`src/rtl/pc_gen_unit_pkg.sv`:
```
// Shared types and constants for the program-counter generator:
// FSM state encoding, default vectors and next-PC source select.
package pc_gen_unit_pkg;

   localparam logic [31:0] DEFAULT_RESET_VECTOR = 32'h0000_0000;
   localparam logic [31:0] DEFAULT_TRAP_VECTOR  = 32'h0000_0100;

   typedef enum logic [1:0] {
      ST_BOOT = 2'd0,
      ST_RUN  = 2'd1,
      ST_HALT = 2'd2
   } pc_state_e;

   typedef enum logic [2:0] {
      SEL_HOLD     = 3'd0,
      SEL_TRAP     = 3'd1,
      SEL_MRET     = 3'd2,
      SEL_REDIRECT = 3'd3,
      SEL_MISALIGN = 3'd4,
      SEL_SEQ      = 3'd5
   } pc_sel_e;

endpackage

```
`src/rtl/pc_gen_unit_if.sv`:
```
// Control and fetch-port bundle of the PC generator; slave is the unit's view.
// fetch_valid/fetch_ready: a fetch is accepted on a rising edge where both are high and stall is low.
interface pc_gen_unit_if #(
   parameter int PC_WIDTH  = 32,
   parameter int CNT_WIDTH = 32
);
   import pc_gen_unit_pkg::*;

   logic                 fetch_ready;
   logic                 stall;
   logic                 redirect_valid;
   logic [PC_WIDTH-1:0]  redirect_target;
   logic                 trap_req;
   logic [PC_WIDTH-1:0]  trap_pc;
   logic                 mret;
   logic                 halt_req;
   logic                 resume;
   logic [PC_WIDTH-1:0]  PC;
   logic                 fetch_valid;
   logic [PC_WIDTH-1:0]  epc;
   logic                 misalign_trap;
   logic                 halted;
   logic [CNT_WIDTH-1:0] fetch_count;
   pc_state_e            state_dbg;

   modport slave (
      input  fetch_ready, stall, redirect_valid, redirect_target, trap_req, trap_pc,
             mret, halt_req, resume,
      output PC, fetch_valid, epc, misalign_trap, halted, fetch_count, state_dbg
   );

   modport master (
      output fetch_ready, stall, redirect_valid, redirect_target, trap_req, trap_pc,
             mret, halt_req, resume,
      input  PC, fetch_valid, epc, misalign_trap, halted, fetch_count, state_dbg
   );

endinterface

```
`src/rtl/pc_gen_unit_pc_next_sel.sv`:
```
// Combinational next-PC priority mux: trap > mret > aligned redirect >
// misaligned redirect > sequential fetch > hold.
module pc_next_sel
   import pc_gen_unit_pkg::*;
#(
   parameter int                  PC_WIDTH    = 32,
   parameter int                  PC_STEP     = 4,
   parameter logic [PC_WIDTH-1:0] TRAP_VECTOR = PC_WIDTH'(DEFAULT_TRAP_VECTOR)
) (
   input  logic                trap_req,
   input  logic                mret,
   input  logic                redirect_valid,
   input  logic                fire,
   input  logic [PC_WIDTH-1:0] redirect_target,
   input  logic [PC_WIDTH-1:0] trap_pc,
   input  logic [PC_WIDTH-1:0] pc,
   input  logic [PC_WIDTH-1:0] epc,
   output logic [PC_WIDTH-1:0] next_pc,
   output logic                epc_we,
   output logic [PC_WIDTH-1:0] epc_wdata,
   output logic                misalign,
   output pc_sel_e             sel
);

   always_comb begin
      sel = SEL_HOLD;
      if (trap_req)                                        sel = SEL_TRAP;
      else if (mret)                                       sel = SEL_MRET;
      else if (redirect_valid && redirect_target[1:0] == 2'b00) sel = SEL_REDIRECT;
      else if (redirect_valid)                             sel = SEL_MISALIGN;
      else if (fire)                                       sel = SEL_SEQ;
   end

   always_comb begin
      next_pc   = pc;
      epc_we    = 1'b0;
      epc_wdata = trap_pc;
      misalign  = 1'b0;
      unique case (sel)
         SEL_TRAP: begin
            next_pc = TRAP_VECTOR;
            epc_we  = 1'b1;
         end
         SEL_MRET:     next_pc = epc;
         SEL_REDIRECT: next_pc = redirect_target;
         SEL_MISALIGN: begin
            // The faulting instruction is the one at the current fetch PC.
            next_pc   = TRAP_VECTOR;
            epc_we    = 1'b1;
            epc_wdata = pc;
            misalign  = 1'b1;
         end
         SEL_SEQ:  next_pc = pc + PC_WIDTH'(PC_STEP);
         default:  next_pc = pc;
      endcase
   end

endmodule

```
`src/rtl/pc_gen_unit.sv`:
```
// Fetch PC generator: BOOT/RUN/HALT FSM, PC/EPC registers, misalign pulse
// and accepted-fetch counter; next-PC choice comes from pc_next_sel.
module pc_gen_unit
   import pc_gen_unit_pkg::*;
#(
   parameter int                  PC_WIDTH     = 32,
   parameter int                  PC_STEP      = 4,
   parameter logic [PC_WIDTH-1:0] RESET_VECTOR = PC_WIDTH'(DEFAULT_RESET_VECTOR),
   parameter logic [PC_WIDTH-1:0] TRAP_VECTOR  = PC_WIDTH'(DEFAULT_TRAP_VECTOR),
   parameter int                  CNT_WIDTH    = 32
) (
   input  logic         CPU_clk,
   input  logic         CPU_rst_n,
   pc_gen_unit_if.slave bus
);

   pc_state_e            state_q, state_d;
   logic [PC_WIDTH-1:0]  pc_q, pc_d;
   logic [PC_WIDTH-1:0]  epc_q, epc_d;
   logic [CNT_WIDTH-1:0] cnt_q, cnt_d;
   logic                 misalign_q, misalign_d;

   logic                 in_run;
   logic                 in_halt;
   logic                 fire;
   logic [PC_WIDTH-1:0]  sel_next_pc;
   logic                 sel_epc_we;
   logic [PC_WIDTH-1:0]  sel_epc_wdata;
   logic                 sel_misalign;
   pc_sel_e              sel_src;

   assign in_run  = (state_q == ST_RUN);
   assign in_halt = (state_q == ST_HALT);
   assign fire    = in_run && bus.fetch_ready && !bus.stall;

   // HALT only honours trap_req; BOOT ignores every source.
   pc_next_sel #(
      .PC_WIDTH    (PC_WIDTH),
      .PC_STEP     (PC_STEP),
      .TRAP_VECTOR (TRAP_VECTOR)
   ) u_next_sel (
      .trap_req        (bus.trap_req && (in_run || in_halt)),
      .mret            (bus.mret && in_run),
      .redirect_valid  (bus.redirect_valid && in_run),
      .fire            (fire),
      .redirect_target (bus.redirect_target),
      .trap_pc         (bus.trap_pc),
      .pc              (pc_q),
      .epc             (epc_q),
      .next_pc         (sel_next_pc),
      .epc_we          (sel_epc_we),
      .epc_wdata       (sel_epc_wdata),
      .misalign        (sel_misalign),
      .sel             (sel_src)
   );

   always_comb begin
      state_d    = state_q;
      pc_d       = pc_q;
      epc_d      = epc_q;
      cnt_d      = cnt_q;
      misalign_d = 1'b0;
      unique case (state_q)
         ST_BOOT: state_d = ST_RUN;
         ST_RUN: begin
            pc_d       = sel_next_pc;
            misalign_d = sel_misalign;
            if (sel_epc_we) epc_d = sel_epc_wdata;
            if (fire)       cnt_d = cnt_q + CNT_WIDTH'(1);
            if (bus.halt_req && !bus.trap_req) state_d = ST_HALT;
         end
         ST_HALT: begin
            pc_d = sel_next_pc;
            if (sel_epc_we) epc_d = sel_epc_wdata;
            if (bus.trap_req || bus.resume) state_d = ST_RUN;
         end
         default: state_d = ST_BOOT;
      endcase
   end

   always_ff @(posedge CPU_clk) begin
      if (!CPU_rst_n) begin
         state_q    <= ST_BOOT;
         pc_q       <= RESET_VECTOR;
         epc_q      <= '0;
         cnt_q      <= '0;
         misalign_q <= 1'b0;
      end else begin
         state_q    <= state_d;
         pc_q       <= pc_d;
         epc_q      <= epc_d;
         cnt_q      <= cnt_d;
         misalign_q <= misalign_d;
      end
   end

   assign bus.PC            = pc_q;
   assign bus.fetch_valid   = in_run;
   assign bus.halted        = in_halt;
   assign bus.epc           = epc_q;
   assign bus.fetch_count   = cnt_q;
   assign bus.misalign_trap = misalign_q;
   assign bus.state_dbg     = state_q;

   logic unused_sel;
   assign unused_sel = ^sel_src;

endmodule

```
`src/flat_wrapper.sv`:
```
// flat-port wrapper written by rule: the top's interface ports become plain ports
module pc_gen_unit_flat import pc_gen_unit_pkg::*;
#(
   parameter int                  PC_WIDTH     = 32,
   parameter int                  PC_STEP      = 4,
   parameter logic [PC_WIDTH-1:0] RESET_VECTOR = PC_WIDTH'(DEFAULT_RESET_VECTOR),
   parameter logic [PC_WIDTH-1:0] TRAP_VECTOR  = PC_WIDTH'(DEFAULT_TRAP_VECTOR),
   parameter int                  CNT_WIDTH    = 32
)
  (CPU_clk, CPU_rst_n, bus_fetch_ready, bus_stall, bus_redirect_valid, bus_redirect_target, bus_trap_req, bus_trap_pc, bus_mret, bus_halt_req, bus_resume, bus_PC, bus_fetch_valid, bus_epc, bus_misalign_trap, bus_halted, bus_fetch_count, bus_state_dbg);
  pc_gen_unit_if #(.PC_WIDTH(PC_WIDTH), .CNT_WIDTH(CNT_WIDTH)) bus_i ();
  input  logic CPU_clk;
  input  logic CPU_rst_n;
  input wire logic [$bits(bus_i.fetch_ready)-1:0] bus_fetch_ready;
  input wire logic [$bits(bus_i.stall)-1:0] bus_stall;
  input wire logic [$bits(bus_i.redirect_valid)-1:0] bus_redirect_valid;
  input wire logic [$bits(bus_i.redirect_target)-1:0] bus_redirect_target;
  input wire logic [$bits(bus_i.trap_req)-1:0] bus_trap_req;
  input wire logic [$bits(bus_i.trap_pc)-1:0] bus_trap_pc;
  input wire logic [$bits(bus_i.mret)-1:0] bus_mret;
  input wire logic [$bits(bus_i.halt_req)-1:0] bus_halt_req;
  input wire logic [$bits(bus_i.resume)-1:0] bus_resume;
  output wire logic [$bits(bus_i.PC)-1:0] bus_PC;
  output wire logic [$bits(bus_i.fetch_valid)-1:0] bus_fetch_valid;
  output wire logic [$bits(bus_i.epc)-1:0] bus_epc;
  output wire logic [$bits(bus_i.misalign_trap)-1:0] bus_misalign_trap;
  output wire logic [$bits(bus_i.halted)-1:0] bus_halted;
  output wire logic [$bits(bus_i.fetch_count)-1:0] bus_fetch_count;
  output wire logic [$bits(bus_i.state_dbg)-1:0] bus_state_dbg;
  assign bus_i.fetch_ready = bus_fetch_ready;
  assign bus_i.stall = bus_stall;
  assign bus_i.redirect_valid = bus_redirect_valid;
  assign bus_i.redirect_target = bus_redirect_target;
  assign bus_i.trap_req = bus_trap_req;
  assign bus_i.trap_pc = bus_trap_pc;
  assign bus_i.mret = bus_mret;
  assign bus_i.halt_req = bus_halt_req;
  assign bus_i.resume = bus_resume;
  assign bus_PC = bus_i.PC;
  assign bus_fetch_valid = bus_i.fetch_valid;
  assign bus_epc = bus_i.epc;
  assign bus_misalign_trap = bus_i.misalign_trap;
  assign bus_halted = bus_i.halted;
  assign bus_fetch_count = bus_i.fetch_count;
  assign bus_state_dbg = bus_i.state_dbg;
  pc_gen_unit #(.PC_WIDTH(PC_WIDTH), .PC_STEP(PC_STEP), .RESET_VECTOR(RESET_VECTOR), .TRAP_VECTOR(TRAP_VECTOR), .CNT_WIDTH(CNT_WIDTH)) u_core (.CPU_clk(CPU_clk), .CPU_rst_n(CPU_rst_n), .bus(bus_i));
endmodule
```
`config.mk`:
```
export PLATFORM = sky130hd
export DESIGN_NAME = pc_gen_unit_flat
export DESIGN_NICKNAME = d
export VERILOG_FILES = /design/src/rtl/pc_gen_unit_pkg.sv /design/src/rtl/pc_gen_unit_if.sv /design/src/rtl/pc_gen_unit_pc_next_sel.sv /design/src/rtl/pc_gen_unit.sv /design/src/flat_wrapper.sv
export SDC_FILE = /design/constraint.sdc
export NUM_CORES = 1
export LEC_CHECK = 0
export BUFFER_PORTS_ARGS = -buffer_cell sky130_fd_sc_hd__buf_2
export CORE_ASPECT_RATIO = 2
export CORE_MARGIN = 5
export CORE_UTILIZATION = 30
export CTS_BUF_LIST = sky130_fd_sc_hd__clkbuf_8 sky130_fd_sc_hd__clkbuf_16
export CTS_CLUSTER_SIZE = 30
export DETAILED_ROUTE_END_ITERATION = 12
export GPL_TIMING_DRIVEN = 1
export PLACE_DENSITY = 0.52
export SYNTH_ARGS = -nofsm -noshare
export SYNTH_HDL_FRONTEND = slang
export SYNTH_SLANG_ARGS = --single-unit
```
`constraint.sdc`:
```
create_clock -name CPU_clk -period 2.8 [get_ports CPU_clk]
set_input_delay 0.7 -clock CPU_clk [delete_from_list [all_inputs] [get_ports CPU_clk]]
set_output_delay 0.7 -clock CPU_clk [all_outputs]
set_load 0.02 [all_outputs]
```
# Word-level counts from Yosys, hierarchy flattened
# Cells that the tools add are included.
# classes
n_addsub	2
eq_ne	9
muxes	12
reduce_logical	21
# ops
op	count
32-bit case mux with 4 select lines	1
32-bit by 1-bit adder with 32-bit output, second input constant	1
32-bit by 3-bit adder with 32-bit output, second input constant	1
32-bit two-way mux	1
3-bit two-way mux	5
2-bit AND reduction	5
1-bit logical AND	7
3-bit by 2-bit == test with 1-bit output, second input constant	2
3-bit == test, second input constant	2
2-bit case mux with 3 select lines	1
2-bit zero test	2
2-bit two-way mux	2
2-bit inequality test, second input constant	2
4-bit nonzero test	1
2-bit OR reduction	2
3-bit by 1-bit == test with 1-bit output, second input constant	1
2-bit by 1-bit == test with 1-bit output, second input constant	1
2-bit == test, second input constant	1
1-bit zero test	2
1-bit logical OR	2
1-bit two-way mux	2
# word_totals
register_bits	99
inputBits	73
output_inout_bits	101
elab_cells	49

# Logic depth before layout (Yosys ltp)
# Gate-level depths: netlist (run 1).
# logic_depth
depth_word	12
depth_mapped	11
mapped_depth_nobuf	7

# Cells and area by module
# Synthesis (run 1) repeated with hierarchy kept, for this count alone.
# hier_totals
hier_cells	690
hier_area_um2	5754.3
# by_module_without_submodules
mod	n_inst	cells_each	area_per_inst_um2	seq_area_each_um2
pc_gen_unit	1	437	3887.5	1981.9
pc_next_sel	1	253	1866.8	0.0

# Worst setup path after synthesis (run 1)
# OpenSTA, ideal clock, no wires.
# synth_timing
path_type	register -> register
startpoint	reg u_core.state_q[0] (netlist: u_core.bus.state_dbg[0])
endpoint	reg u_core.pc_q[13] (netlist: u_core.bus.PC[13])
setup_time_ns	0.070
arrival_ns	2.374
required_ns	2.730
setup_slack_ns	0.356
path_stages_with_launch	10
n_path_buf	2
period_less_slack_ns	2.444
path_cell_list	dfxtp_1 inv_1 ha_1 clkbuf_1 and2_1 or4_1 clkbuf_1 nor4_1 o21ai_0 a21oi_1
# synth_via
elab_chain_cells	12
word_cells_on_any_way	24
classes_between	eq/ne (7); mux (6); reduce/logical (11)
# synth_rtl
element	line_no	text
start, declared	pc_gen_unit.sv:17	pc_state_e state_q, state_d;
start signal, assigned	pc_gen_unit.sv:89	state_q <= state_d;
2-bit by 1-bit == test with 1-bit output	pc_gen_unit.sv:32, pc_gen_unit.sv:63	
1-bit logical AND (2 in series)	pc_gen_unit.sv:34	assign fire = in_run && bus.fetch_ready && !bus.stall;
3-bit two-way mux	pc_gen_unit_pc_next_sel.sv:31	else if (fire) sel = SEL_SEQ;
3-bit two-way mux	pc_gen_unit_pc_next_sel.sv:30	else if (redirect_valid) sel = SEL_MISALIGN;
3-bit two-way mux	pc_gen_unit_pc_next_sel.sv:29	else if (redirect_valid && redirect_target[1:0] == 2'b00) sel = SEL_REDIRECT;
3-bit two-way mux	pc_gen_unit_pc_next_sel.sv:28	else if (mret) sel = SEL_MRET;
3-bit two-way mux	pc_gen_unit_pc_next_sel.sv:27	if (trap_req) sel = SEL_TRAP;
3-bit == test or 3-bit by 1-bit == test with 1-bit output (tied branches)	pc_gen_unit_pc_next_sel.sv:39	unique case (sel)
2-bit OR reduction (no source line)	n/a	
4-bit nonzero test (no source line)	n/a	
2-bit AND reduction (no source line)	n/a	
end signal, assigned	pc_gen_unit.sv:90	pc_q <= pc_d;
end, declared	pc_gen_unit.sv:18	logic [PC_WIDTH-1:0] pc_q, pc_d;
# Parallel ways exist; a longest one is shown, timed or not.
# A chain may end at the register's enable or synchronous reset.

# Worst setup path in the final report (run 1)
# layout_timing
startpoint	reg u_core.state_q[1] (netlist: u_core.bus.state_dbg[1])
endpoint	reg u_core.pc_q[6] (netlist: u_core.bus.PC[6])
# The elaborated chain is that of the path after synthesis.

==> impl_results.md, run 1 <==
- Outcome: complete, no violations
- Clk slew on worst S/H paths: around 0.070 ns
- Clock root buffer: clkbuf_16
- Area growth syn-to-layout: 29.9%
- # Post-CTS Setup Buffers: 0
- CTS Buffer Depth: 2
- Fmax: roughly 400 MHz
- Yosys top cell area share: between 30% and 40%
- Die Ht: just under 200 um
- Setup TNS: 0 ns
- Vias per inst: 5.36
- Worst Setup Path Type: reg2reg
- DRC: 0
- CP Max Fanout: 11
- Proportion of synthesized area in mux cells: under 10%
- DP Wirelength: 14500 um
- Setup violators final: 0
- Asr flop ratio synth: 0%
- Final hold violation count: 0
- Worst Skew: 0.00737 ns
- Hold Crit Class: reg2reg
- PnR worst setup slack: a little over 0.3 ns
- H-tree depth: 3
- Post-synthesis simple-gate area fraction: around 22%
- Core Footprint: ~0.017 mm2
- Largest family of logic cells by synthesized area: compound AO/OA/AOI/OAI gates
- Total track usage: approximately 18%
- Synthesis-stage register bit count: slightly below 100
- WP data required: slightly above 3 ns
- Pre-Repair DR Iteration Count: 4
- EDFF count, synth: 0
- Pin count of the biggest net entering global routing: 54
- CTS tree: done
- TritonCTS Sinks: 99
- Layout cells sized above 1: ~29%
- Synth cell types: 53
- Num CTS Buffers: 9
- Post-Synth XOR/XNOR Area: between 4 and 5%
- Area share of fa/ha/maj cells after synthesis: 1.42%
- Slew @ Worst Pin: 0.565 ns
- Syn Inst Count: 644
- Fillcell total: approximately 1800
- Port Buffers: 173
- Top cells by area, synth: dfxtp_1, mux2i_1, a211oi_1, nor2_1, o21ai_0
- Synthesized area: between 0.005 and 0.006 mm2
- Compound-gate portion of the synthesized area: between 20% and 30%
- Power density cells: roughly 900 mW/mm2
- Slowest stage delay, CP: just over 0.7 ns
- WP data arrival: ~2.8 ns
- Final WL: 19000 um
- Vias in the first global route: 5542
- Hold_buf cts: 0
- # IOs: between 150 and 200
- Syn_nets: around 720
- Die area: between 0.02 and 0.025 mm2
- Crit end category: register
- # rows: 68
- Global route total overflow: 0
- Die width: 104 um
- RSZ-0062 raised after global routing: false
- GPL Wtd Cong: slightly below 0.8
- First-pass GRT wire length: about 30000 um
- Remaining antenna violation count after routing: 0
- Minimum clock period after layout: 2.49 ns
- Post-Place Cell Area: approximately 0.0065 mm2
- Slew margin rel.: just over 60%
- Static Leak: around 2.7 nW
- Via count: between 5000 and 6000
- Final cycle utilization of the critical path: approximately nine tenths
- Crit path launch type: register
- Worst R2R Path Depth: 6
- Slowest cell on the critical path: or4_1
- Post-synth top area cell: dfxtp_1
- NumNets Final: around 900
- Final instance area: 0.00685 mm2
- Hold Path Stages: 2
- CP cell instances: inv_1 > ha_1 > nand3b_1 > or4_1 > o311ai_0 > a31o_2
- Synth Flop Type: dfxtp_1
- Setup WS pre-CTS: 0.315 ns
- Seq/Total Area, Yosys: about 38%
- Max Cap Violations: 0
- Clock Latency Late Sink: 0.35 ns
- Resize count post-CTS: 0
- Starting DRT DRC Count: 161
- Slew Viols, Final: 0
- Initial antenna violation count: 0
- Yosys warning total: 0
- Average size of a mapped cell: between 8 and 9 um2
- Max VDD drop: around 0.31 mV
- DR WL/cell: approximately 18 um
- Starting Density: a little over 30%
[registers in the layout (all words and copies together) (netlist names)]
register and count:
u_core.bus.PC 32, u_core.bus.epc 32, u_core.bus.fetch_count 32, u_core.bus.state_dbg 2, u_core.bus.misalign_trap 1
[layer usage]
| layer | track usage (%) | up-vias | wire (um) |
|---|---|---|---|
| met1 | 19.3 | 2607 | 7240 |
| met3 | 2.62 | 31 | 778 |
| met4 | 7.64 | 0 | 554 |
| met2 | 34.3 | 145 | 10400 |
| met5 | 0 | - | 0 |
| li1 | - | 2728 | - |
[power breakdown]
part           internal [mW]  switching (mW)  leakage, nW
clock network          0.899           0.579        0.161
logic                  0.962            1.62         1.74
registers               1.77           0.386        0.807
[critical path, delay by kind of cell, from the launching register on]
kind                       cells  cell delay [ns]
and+or+nand+nor                2             0.98
adders and majority gates      1             0.41
AOI/OAI and AO/OA              2             0.60
DFF                            1             0.33
buffers and inverters          1             0.12
[synthesized netlist by cell type (all sizes together), types with 2 or more instances]
| master | instances |
|---|---|
| o31a | 5 |
| o21a | 14 |
| inv | 12 |
| a22oi | 3 |
| xnor2 | 11 |
| nor3 | 15 |
| a211oi | 35 |
| o221ai | 13 |
| nor4 | 7 |
| nand4 | 25 |
| clkbuf | 33 |
| nor2 | 69 |
| or3 | 12 |
| a221oi | 5 |
| o211ai | 5 |
| o32ai | 2 |
| ha | 6 |
| and3 | 10 |
| mux2i | 33 |
| dfxtp | 99 |
| or4 | 3 |
| o21ai | 46 |
| xor2 | 18 |
| a31oi | 17 |
| and4 | 5 |
| nand3 | 29 |
| a21boi | 2 |
| nor2b | 2 |
| buf | 18 |
| a31o | 3 |
| nand2 | 41 |
| and2 | 5 |
| a21oi | 28 |
[area by class of cell]
class	instances	area [um2]	area share, %
clock inverter	6	113	1.64
sequential	99	1980	28.9
tap	210	263	3.84
multi-input combinational	482	3050	44.6
inverter	12	45.0	0.658
timing repair buffer	208	1150	16.8
antenna	1	2.50	0.0365
clock buffer	10	239	3.49
[cell families (layout without fill, tap and decap cells)]
| logic type | after synthesis | after routing |
|---|---|---|
| AO/OA/AOI/OAI | 185 | 185 |
| XOR/XNOR | 29 | 29 |
| adder cells (fa/ha/maj) | 6 | 6 |
| buffers and inverters | 63 | 236 |
| flip-flops | 99 | 99 |
| multiplexers | 33 | 33 |
| other | 0 | 1 |
| AND/OR/NAND/NOR | 229 | 229 |
[cells in the final DEF (no fill, tap or decap), drive strengths merged, types with 6 or more instances in the layout]
cell type	Yosys	routed
nand2	41	41
a211oi	35	35
nor4	7	7
or3	12	12
xnor2	11	11
o21a	14	14
and3	10	10
a21oi	28	28
a31oi	17	17
buf	18	208
dfxtp	99	99
ha	6	6
o221ai	13	13
o21ai	46	46
mux2i	33	33
nor3	15	15
xor2	18	18
nor2	69	69
inv	12	12
nand3	29	29
clkbuf	33	10
nand4	25	25
[per-stage QoR]
step	utilization [%]	std cells	hold WS (ns)	power, mW
final	39.7	1028	0.499	6.22
after global routing	39.6	1027	0.514	6.61
after floorplan	-	644	0.558	3.75
after detailed placement	37.6	1011	0.488	4.81
after CTS	39.6	1027	0.500	6.30
after global placement	37.6	1011	0.470	4.79
[path summary, 6_finish.rpt]
check | startpoint | endpoint | slack [ns]
setup / recovery | u_core.bus.state_dbg[1] | u_core.bus.PC[6] | 0.31
hold / removal | u_core.bus.fetch_count[31] | u_core.bus.fetch_count[31] | 0.50
setup reg to reg | u_core.bus.state_dbg[1] | u_core.bus.PC[6] | 0.31
hold reg to reg | u_core.bus.fetch_count[31] | u_core.bus.fetch_count[31] | 0.50
No activity file was read; power rests on OpenSTA's default activity.
==> run 2, diff against run 1 <==
- PLACE_DENSITY: 0.52 -> 0.53
- SYNTH_HIERARCHICAL: default -> 1
- clock period: 2.8 -> 2 ns (I/O delays scaled with it)
==> impl_results.md, run 2 <==
- Outcome: finished, violations left
- Failing checks: setup timing
- Final hold violation count: 0 (unchanged)
- Area growth syn-to-layout: 47.3%
- Hold Crit Class: in2reg
- Clk slew on worst S/H paths: 0.07 ns (about the same)
- Power density cells: 667 mW/mm2 (-26%)
- Die Ht: 205 um (+3.9%)
- Placed Cells: 1160 (+15%)
- Most common cell after layout, fill and taps aside: buf_2
- Leading cell types in the layout, fill and taps excluded: buf_2, dfxtp_1, buf_4
- Starting Density: 30.3% (-0.18 points)
- Clock Latency Late Sink: 0.36 ns (about the same)
- Average size of a mapped cell: 8.36 um2 (+2.1%)
- Initial antenna violation count: 4 (+4)
- Slowest cell on the critical path: or3b_4
- Syn_nets: 762 (+5.4%)
- R2R Setup Slk: -0.35 ns (-0.66 ns)
- Setup WS pre-CTS: -0.394 ns (-0.709 ns)
- Worst Skew: 0.0115 ns (+0.00414 ns)
- Final cycle utilization of the critical path: 118% (+29 points)
- Fin cells: 1201 (+17%)
- Hold_buf cts: 0 (unchanged)
- Crit end category: register
- TritonCTS Sinks: 99 (unchanged)
- Setup violators final: 81 (+81)
- Port Buffers: 173 (unchanged)
- Vias in the first global route: 5799 (+4.6%)
- Crit path launch type: register
- NumNets Final: 1018 (+14%)
- Slowest stage delay, CP: 0.39 ns (-0.32 ns)
- CTS Buffer Depth: 2 (unchanged)
- Global route total overflow: 0 (unchanged)
- CP cell instances: inv_4 > ha_4 > and2_4 > or3b_4 > buf_4 > nor2_4 > buf_12 > clkbuf_16 > mux2_2 > nand2_1 > a21oi_1
- Worst setup endpoint: u_core/bus.epc[4]
- Clock root buffer: clkbuf_16
- DP Wirelength: 15300 um (+5.8%)
- Setup TNS: -18.12 ns (-18.12 ns)
- Post-Place Cell Area: 0.00747 mm2 (+15%)
- Vias per inst: 5.12 (-4.6%)
- Pre-Repair DR Iteration Count: 5 (+1)
- RSZ-0062 raised after global routing: true
- Worst R2R Path Depth: 11 (+5)
- CP Max Fanout: 6 (-5)
- Max VDD drop: 0.476 mV (+52%)
- Syn Inst Count: 684 (+6.2%)
- # rows: 71 (+4.4%)
- Starting DRT DRC Count: 274 (+70%)
- Remaining antenna violation count after routing: 0 (unchanged)
- Die area: 0.0221 mm2 (+7.8%)
- Core Footprint: 0.0188 mm2 (+9.0%)
- Worst r2r src: u_core/bus.state_dbg[0]
- Fmax: 425 MHz (+5.9%)
- Synthesized area: 0.00572 mm2 (+8.4%)
- H-tree depth: 3 (unchanged)
- Reg2reg end: u_core/bus.epc[4]
- Via count: 6145 (+12%)
- Slew @ Worst Pin: 0.642 ns (+0.0769 ns)
- Max Cap Violations: 0 (unchanged)
- Final WL: 21600 um (+14%)
- Minimum clock period after layout: 2.35 ns (-0.139 ns)
- Slew margin rel.: 57.2% (-5.1 points)
- Die width: 108 um (+3.7%)
- Static Leak: 3.58 nW (+32%)
- Worst path bufs/invs: 4 (+3)
- Yosys warning total: 6 (+6)
- WP data required: 2.23 ns (-0.87 ns)
- Total track usage: 17.9% (-0.031 points)
- Delay-heaviest family, CP: simple AND/OR/NAND/NOR gates
- Critical Path Source: u_core/bus.state_dbg[0]
- DRC: 0 (unchanged)
- Worst Setup Path Type: reg2reg
- CTS tree: done
- Num CTS Buffers: 9 (unchanged)
- PnR worst setup slack: -0.350 ns (-0.661 ns)
- First-pass GRT wire length: 30700 um (+3.2%)
- Pin count of the biggest net entering global routing: 35 (-35%)
- # IOs: 174 (unchanged)
- Final instance area: 0.00842 mm2 (+23%)
- GPL Wtd Cong: 0.809 (+1.8%)
- Slew Viols, Final: 0 (unchanged)
- Critical path depth: 11 (+5)
- DR WL/cell: 18.0 um (-2.7%)
- WP data arrival: 2.58 ns (-0.21 ns)
- Layout cells sized above 1: 43.7% (+15 points)
==> run 2: changes by cell type in the layout (fill, tap and decap cells not counted), sizes merged, moves of 16 or more <==
cell	delta
buf	+80
nand2	+48
a211oi	-33
a21oi	+33
mux2	+32
nor2	-16
==> run 2: worst min path at each step <==
stage / startpoint / endpoint / slack [ns] / depth (start not counted)
floorplan: u_core/bus.epc[0] / u_core/bus.epc[0] / 0.55 / 2
global placement: u_core/bus.epc[10] / u_core/bus.epc[10] / 0.45 / 2
detailed placement: u_core/bus.epc[16] / u_core/bus.epc[16] / 0.46 / 2
CTS: CPU_rst_n / u_core/bus.state_dbg[1] / 0.42 / 2
global route: CPU_rst_n / u_core/bus.state_dbg[1] / 0.43 / 2
finish: CPU_rst_n / u_core/bus.state_dbg[1] / 0.43 / 2
==> run 2: where the power goes <==
group	internal, mW	switching (mW)	total (mW)
Combinational	0.757	0.860	1.62
Sequential	2.06	0.0701	2.13
Clock	1.08	0.788	1.87
==> run 2: what timing repair did <==
item	4_1_cts	5_1_grt
resized for setup	12	67
endpoints found under the setup margin	85	87
pin swaps	1	38
gates cloned	1	7
setup buffers	4	13
==> run 2: area by class of cell <==
| class | instances | area [um2] |
|---|---|---|
| antenna | 1 | 2.50 |
| clock inverter | 7 | 85.1 |
| sequential | 99 | 1990 |
| inverter | 15 | 62.6 |
| fill | 2011 | 10400 |
| clock buffer | 9 | 225 |
| multi-input combinational | 521 | 3650 |
| timing repair buffer | 294 | 2080 |
| tap | 255 | 319 |
==> run 2: metal layers <==
layer	vias up	part of all wire (%)	GRT usage, %
met4	4	3.3	6.59
met3	41	5.0	4.02
met1	2930	36	18.2
met5	-	0.13	0
li1	3001	-	-
met2	169	56	34.7
==> run 2: metrics by stage <==
step	utilization (%)	hold WS, ns	total power, mW
after floorplan	-	0.545	3.11
after global placement	39.7	0.454	3.67
after detailed placement	39.7	0.458	3.68
after CTS	41.8	0.416	5.59
after global routing	44.7	0.430	5.89
final	44.7	0.427	5.62
